**src/rtl/game_ctrl_if.sv**
```systemverilog
// game_ctrl_if: button/miss inputs and scoreboard outputs of the game controller.
interface game_ctrl_if;
    logic       start_key;
    logic       serve_key;
    logic       miss_left;
    logic       miss_right;
    logic [1:0] state;
    logic [3:0] score_l;
    logic [3:0] score_r;
    logic       server;
    logic       winner;
    logic       point;
    modport master (
        output start_key, serve_key, miss_left, miss_right,
        input  state, score_l, score_r, server, winner, point
    );
    modport slave (
        input  start_key, serve_key, miss_left, miss_right,
        output state, score_l, score_r, server, winner, point
    );
endinterface

```
**src/rtl/game_ctrl.sv**
```systemverilog
// game_ctrl: pong match sequencer (start/serve/play/done, scoring, winner).
// Optional AUTO_SERVE_EN: leave SERVE after SERVE_DELAY cycles instead of on serve_key.
module game_ctrl #(
    parameter int WIN_SCORE   = 7,
    parameter int SERVE_DELAY = 500000
) (
    input logic        clk,
    input logic        rst,
    game_ctrl_if.slave g
);
    typedef enum logic [1:0] {START = 2'b00, SERVE = 2'b01, PLAY = 2'b10, DONE = 2'b11} state_t;
    localparam logic [3:0] WIN = 4'(WIN_SCORE);
    state_t     st, st_n;
    logic [3:0] sl, sl_n, sr, sr_n;
    logic       srv, srv_n, win, win_n, pt, pt_n;
    logic       start_q, start_edge, go;
    logic [3:0] sl_inc, sr_inc;
    assign start_edge = g.start_key & ~start_q;
    assign sl_inc     = sl + 4'd1;
    assign sr_inc     = sr + 4'd1;
`ifdef AUTO_SERVE_EN
    localparam logic [19:0] LAST = 20'(SERVE_DELAY - 1);
    logic [19:0] cnt;
    assign go = (cnt == LAST);
    always_ff @(posedge clk)
        cnt <= (rst || st != SERVE) ? 20'd0 : cnt + 20'd1;
`else
    logic serve_q;
    assign go = g.serve_key & ~serve_q;
    always_ff @(posedge clk)
        serve_q <= rst ? 1'b1 : g.serve_key;
`endif
    always_ff @(posedge clk) begin
        if (rst) begin
            st      <= START;
            sl      <= 4'd0;
            sr      <= 4'd0;
            srv     <= 1'b0;
            win     <= 1'b0;
            pt      <= 1'b0;
            start_q <= 1'b1;
        end else begin
            st      <= st_n;
            sl      <= sl_n;
            sr      <= sr_n;
            srv     <= srv_n;
            win     <= win_n;
            pt      <= pt_n;
            start_q <= g.start_key;
        end
    end
    always_comb begin
        st_n  = st;
        sl_n  = sl;
        sr_n  = sr;
        srv_n = srv;
        win_n = win;
        pt_n  = 1'b0;
        case (st)
            START: st_n = start_edge ? SERVE : START;
            SERVE: st_n = go ? PLAY : SERVE;
            PLAY: begin
                if (g.miss_left && g.miss_right) begin
                    st_n = SERVE;
                end else if (g.miss_left) begin
                    sr_n  = (sr < WIN) ? sr_inc : sr;
                    srv_n = 1'b0;
                    pt_n  = 1'b1;
                    st_n  = (sr_inc == WIN) ? DONE : SERVE;
                    win_n = (sr_inc == WIN) ? 1'b1 : win;
                end else if (g.miss_right) begin
                    sl_n  = (sl < WIN) ? sl_inc : sl;
                    srv_n = 1'b1;
                    pt_n  = 1'b1;
                    st_n  = (sl_inc == WIN) ? DONE : SERVE;
                    win_n = (sl_inc == WIN) ? 1'b0 : win;
                end
            end
            DONE: begin
                // scores clear on the same edge that returns to START
                if (start_edge) begin
                    st_n  = START;
                    sl_n  = 4'd0;
                    sr_n  = 4'd0;
                    srv_n = 1'b0;
                end
            end
            default: st_n = START;
        endcase
    end
    assign g.state   = st;
    assign g.score_l = sl;
    assign g.score_r = sr;
    assign g.server  = srv;
    assign g.winner  = win;
    assign g.point   = pt;
endmodule
```
**src/flat_wrapper.sv**
```systemverilog
// flat-port wrapper written by rule: the top's interface ports become plain ports
module game_ctrl_flat 
#(
    parameter int WIN_SCORE   = 7,
    parameter int SERVE_DELAY = 500000
)
  (clk, rst, g_start_key, g_serve_key, g_miss_left, g_miss_right, g_state, g_score_l, g_score_r, g_server, g_winner, g_point);
  game_ctrl_if g_i ();
  input logic clk;
  input logic rst;
  input wire logic [$bits(g_i.start_key)-1:0] g_start_key;
  input wire logic [$bits(g_i.serve_key)-1:0] g_serve_key;
  input wire logic [$bits(g_i.miss_left)-1:0] g_miss_left;
  input wire logic [$bits(g_i.miss_right)-1:0] g_miss_right;
  output wire logic [$bits(g_i.state)-1:0] g_state;
  output wire logic [$bits(g_i.score_l)-1:0] g_score_l;
  output wire logic [$bits(g_i.score_r)-1:0] g_score_r;
  output wire logic [$bits(g_i.server)-1:0] g_server;
  output wire logic [$bits(g_i.winner)-1:0] g_winner;
  output wire logic [$bits(g_i.point)-1:0] g_point;
  assign g_i.start_key = g_start_key;
  assign g_i.serve_key = g_serve_key;
  assign g_i.miss_left = g_miss_left;
  assign g_i.miss_right = g_miss_right;
  assign g_state = g_i.state;
  assign g_score_l = g_i.score_l;
  assign g_score_r = g_i.score_r;
  assign g_server = g_i.server;
  assign g_winner = g_i.winner;
  assign g_point = g_i.point;
  game_ctrl #(.WIN_SCORE(WIN_SCORE), .SERVE_DELAY(SERVE_DELAY)) u_core (.clk(clk), .rst(rst), .g(g_i));
endmodule
```
**config.mk**
```make
export PLATFORM = sky130hd
export DESIGN_NAME = game_ctrl_flat
export DESIGN_NICKNAME = d
export VERILOG_FILES = /design/src/rtl/game_ctrl_if.sv /design/src/rtl/game_ctrl.sv /design/src/flat_wrapper.sv
export SDC_FILE = /design/constraint.sdc
export NUM_CORES = 1
export LEC_CHECK = 0
export ABC_AREA = 1
export ABC_CLOCK_PERIOD_IN_PS = 2800
export CAP_MARGIN = 20
export CORE_MARGIN = 2
export CORE_UTILIZATION = 45
export CTS_BUF_LIST = sky130_fd_sc_hd__clkbuf_4 sky130_fd_sc_hd__clkbuf_8
export CTS_CLUSTER_SIZE = 14
export DETAILED_ROUTE_END_ITERATION = 7
export PLACE_DENSITY = 0.73
export REMOVE_ABC_BUFFERS = 1
export SLEW_MARGIN = 20
export SYNTH_ARGS = -nofsm -noshare
export SYNTH_HDL_FRONTEND = slang
export SYNTH_SLANG_ARGS = --single-unit
```
**constraint.sdc**
```tcl
create_clock -name clk -period 2.8 [get_ports clk]
set_clock_uncertainty 0.1 [all_clocks]
set_input_delay 0.7 -clock clk [delete_from_list [all_inputs] [get_ports clk]]
set_output_delay 0.7 -clock clk [all_outputs]
set_load 0.005 [all_outputs]
```
After elaboration in Yosys (flattened, before gate mapping)
Index checks and enable logic that the tools add are counted.
{"block": "op_classes", "n_addsub": 2, "order_cmp": 2, "n_eq_ne": 15, "muxes": 30, "n_bitwise": 6, "n_reduce_logical": 11}
{"op": "$mux W4", "count": 8}
{"op": "$pmux W4 S2", "count": 2}
{"op": "$mux W2", "count": 7}
{"op": "$mux W1", "count": 11}
{"op": "$reduce_and A5 Y1", "count": 2}
{"op": "$add A4 B1 Y4 const B", "count": 2}
{"op": "$eq A4 B3 Y1 const B", "count": 2}
{"op": "$lt A4 B3 Y1 const B", "count": 2}
{"op": "$ne A2 B1 Y1 const B", "count": 4}
{"op": "$ne A2 B2 Y1 const B", "count": 4}
{"op": "$pmux W2 S4", "count": 1}
{"op": "$reduce_and A6 Y1", "count": 1}
{"op": "$reduce_bool A2 Y1", "count": 3}
{"op": "$eq A2 B2 Y1 const B", "count": 2}
{"op": "$ne A4 B3 Y1 const B", "count": 1}
{"op": "$not A1 Y1", "count": 4}
{"op": "$reduce_and A4 Y1", "count": 1}
{"op": "$ne A3 B3 Y1 const B", "count": 1}
{"op": "$reduce_or A3 Y1", "count": 1}
{"op": "$and A1 B1 Y1", "count": 2}
{"op": "$eq A2 B1 Y1 const B", "count": 1}
{"op": "$logic_not A2 Y1", "count": 1}
{"op": "$pmux W1 S2", "count": 1}
{"op": "$reduce_and A2 Y1", "count": 1}
{"op": "$logic_and A1 B1 Y1", "count": 1}
{"block": "word_totals", "register_bits": 15, "input_bits": 6, "output_inout_bits": 13, "elab_cells": 74}

Longest topological paths before layout
{"block": "depth", "ltp_word": 7, "depth_mapped": 10, "ltp_nobuf": 10}

Worst setup path after synthesis
Ideal clock, no wire load.
{"block": "synth_timing", "kind": "input to register", "from": "input port g_start_key", "to": "register u_core.sr[1], in the netlist u_core.g.score_r[1]", "setup_ps": 65, "arrival_ps": 1550, "t_required_ps": 2635, "path_slack_ps": 1085, "stages": 9, "n_path_buf": 0, "cell_sequence": "inv_1 > or2_1 > o21ai_4 > nand2_4 > inv_2 > nand2_2 > nor2_1 > a21oi_1 > nor2_1"}
{"block": "synth_between", "elab_chain_len": 3}
{"element": "start, declared", "line": "flat_wrapper.sv:11", "text": "input wire logic [$bits(g_i.start_key)-1:0] g_start_key;"}
{"element": "$and A1 B1 Y1", "line": "game_ctrl.sv:18", "text": "assign start_edge = g.start_key & ~start_q;"}
{"element": "$ne A2 B1 Y1 (no line)"}
{"element": "$reduce_and A5 Y1 (no line)"}
{"element": "end signal, assigned", "line": "game_ctrl.sv:45", "text": "sr <= sr_n;"}
{"element": "end, declared", "line": "game_ctrl.sv:14", "text": "logic [3:0] sl, sl_n, sr, sr_n;"}
No other way between the ends.
A chain may end at the register's enable or synchronous reset.

Final worst setup path
{"block": "layout_timing", "from": "register u_core.st[0], in the netlist u_core.g.state[0]", "to": "output port g_state[0]"}
{"element": "start, declared", "line": "game_ctrl.sv:13", "text": "state_t st, st_n;"}
{"element": "start signal, assigned", "line": "game_ctrl.sv:43", "text": "st <= st_n;"}
{"element": "end, declared", "line": "flat_wrapper.sv:15", "text": "output wire logic [$bits(g_i.state)-1:0] g_state;"}
No word-level cell between the ends.

==> impl_results.md <==
- Run status: finished clean
- Int Pwr: around 300 uW
- Unrepaired setup endpoints after global routing: false
- CP bufs+invs: 1
- Worst R2R Path Depth: 10
- Grt ovf: 0
- Clock Latency Late Sink: 290 ps
- Final setup fails: 0
- Gr usage total: roughly 18%
- Met2 Track Usage GR: 27.8%
- HPWL Detailed: approximately 1300 um
- Pin count of the biggest net entering global routing: 13
- Critical path class: reg2out
- Crit path max-delay cell type: clkdlybuf4s50_1
- Switching Fraction: 22.5%
- Worst Path Max Fanout: 6
- Initial DRT Pass Iterations: 4
- Clk sink count: 15
- WL final: 1680 um
- DRC viols: 0
- Crit path to: g_state[0]
- P_leak: approximately 0.44 nW
- I/O pins: 19
- Die Span Y: approximately 47 um
- Worst-path clk slew: approximately 100 ps
- Share of cells above drive strength 1: about 10%
- Met1 usage: 21.9%
- CP required: ~2000 ps
- Worst Hold Depth: 2
- Detailed Route Iter0 Violations: 9
- Least-Margin Pin Slew: between 200 and 300 ps
- Yosys reg bits: 15
- Total die area: between 2000 and 2500 um^2
- Post-CTS Resized: 0
- Cell depth of the worst setup path: 1
- Delay-heaviest family, CP: buffers and inverters
- Core area: roughly 1700 um^2
- PD cells: between 300 and 400 nW/um^2
- TritonCTS clock tree: done
- Root Buffer: clkbuf_4
- Routed vias/inst: approximately 4.7
- Post-CTS setup buffers: 0
- Post-route setup TNS: 0 ps
- Worst min-delay path category: reg2reg
- Hold wc startpoint: u_core.g.winner
- Worst flop-to-flop path startpoint: u_core.g.state[1]
- Final hold viol count: 0
- Final worst path period share: 75.3%
- Max-cap violations: 0
- Hold_buf cts: 0
- Power share of the sequential group: between 50% and 60%
- Antenna violations before repair: 0
- Reg-to-reg endpoint: u_core.g.score_r[1]
- Met3 usage in global routing: about 4.3%
- ANT nets after route: 0
- Ys Warns: 0
- Slew Viols, Final: 0
- Vias in the first global route: roughly 670
- Worst setup EP type: output pin
- Average size of a mapped cell: just under 7 um^2
- Clock Power Share: 35.0%
- Switch Pwr: about 86 uW
- Register area share after synthesis: between 30 and 40%
- First-pass GRT wire length: about 2700 um
- Fin nets: approximately 150
- Syn-to-layout area delta: 30.0%
- Number of distinct library cells after synthesis: 19
- I/O Buffers: 18
- Fin area: between 1000 and 1500 um^2
- Critical path launch point: u_core.g.state[0]
- Busiest grt layer: met2
- Relative slew slack: 83.1%
- Starting Density: between 40% and 50%
- Mean routed wirelength per cell: around 10 um
- R2R setup slack: approximately 1300 ps
- VDD IR max: approximately 280 uV
- Crit-path cells: clkdlybuf4s50_1
- Vias: 786
- Period minus WS final: approximately 2100 ps
- Mapped Area: approximately 820 um^2
- Antenna diode count: 0
- H-tree levels: 1
- Crit start category: register
- CP arrival: roughly 1300 ps
- FP Rows: 15
- DP Area: 1030 um^2
- Critical Path Max Stage Delay: 550 ps
- CTS Buf Count: 3
- Syn Inst Count: 120
- Worst-case clock buffer depth: 2
- FMAX: roughly 0.47 GHz
- Comb power frac: 7.6%
- Die Span X: approximately 47 um
- Routability Congestion: ~0.74
[cells in the final DEF (no fill, tap or decap), drive strengths merged]
cell,instances
nand4,5
nor3,2
or2,1
nor2,17
a31oi,1
inv,20
clkbuf,4
a21oi,14
nand2,30
clkdlybuf4s50,18
buf,1
dfxtp,15
nand3,6
o21ai,4
ha,4
[sequential cells by signal, summed over array words and instances, names as in the netlist]
| register | flops |
|---|---|
| u_core.g.point | 1 |
| u_core.g.score_l | 4 |
| u_core.g.score_r | 4 |
| u_core.g.server | 1 |
| u_core.g.state | 2 |
| u_core.g.winner | 1 |
| u_core.serve_q | 1 |
| u_core.start_q | 1 |
[synthesized netlist by cell type]
cell type	instances	share of area (%)
nand4_1	5	3.8
nor2_2	1	0.77
o21ai_4	1	2.0
nor3_1	2	1.2
nor2_1	16	7.3
inv_2	2	0.92
nand3_1	5	3.1
or2_1	1	0.77
nand3_2	1	1.2
nand2_2	2	1.5
o21ai_0	3	1.8
ha_1	4	6.1
dfxtp_1	15	37
clkbuf_1	1	0.46
inv_1	18	8.3
a21oi_1	14	8.6
nand2_4	2	2.8
nand2_1	26	12
a31oi_1	1	0.77
[how the worst min path moves through the flow]
stage	slack [ps]	endpoint
global placement	350	u_core.g.winner
floorplan	350	u_core.g.winner
finish	370	u_core.g.winner
CTS	370	u_core.g.winner
global route	410	u_core.g.winner
detailed placement	350	u_core.g.winner
[cell families (layout without fill, tap and decap cells)]
| family | count (synthesis) | in the layout | synth area share [%] |
|---|---|---|---|
| simple gates | 61 | 61 | 34.4 |
| buf+inv | 21 | 43 | 9.63 |
| compound gates | 19 | 19 | 13.2 |
| flops | 15 | 15 | 36.7 |
| fa+ha+maj | 4 | 4 | 6.12 |
[metrics by stage]
stage / total power, mW / hold WS (ps) / std cells / util [%] / worst slack (ps)
finish: 0.381 / 366 / 167 / 61.6 / 692
floorplan: 0.235 / 350 / 119 / - / 1090
global route: 0.402 / 405 / 167 / 61.6 / 619
detailed placement: 0.253 / 352 / 163 / 59.9 / 478
CTS: 0.389 / 367 / 167 / 61.6 / 674
global placement: 0.252 / 352 / 163 / 59.9 / 524
[routing by layer]
metal / up-vias / wire [um]
li1: 425 / -
met1: 345 / 785
met2: 14 / 809
met3: 2 / 58
met4: 0 / 22
met5: - / 0
[worst register-to-register path: stages, from the launching register on]
cell	delay [ps]
dfxtp_1	430
inv_2	80
nor2_2	160
nand2_2	120
o21ai_4	110
nand2_4	100
inv_2	70
nand2_2	60
nor2_1	100
a21oi_1	50
nor2_1	90
[power by group through the flow]
stage / Clock [mW] / Sequential, mW / Combinational (mW)
floorplan: 0 / 0.224 / 0.0118
global placement: 0 / 0.224 / 0.0285
detailed placement: 0 / 0.224 / 0.0288
CTS: 0.141 / 0.219 / 0.0290
global route: 0.150 / 0.219 / 0.0323
finish: 0.133 / 0.219 / 0.0288
[final cells by class]
class                           count  area (um^2)
Clock buffer                        4         30.0
Fill cell                         169          663
Inverter                           20         75.1
Multi-Input combinational cell     84          439
Sequential cell                    15          300
Tap cell                           25         31.3
Timing Repair Buffer               19          188
Note: power is estimated with default switching activity, not from simulation.
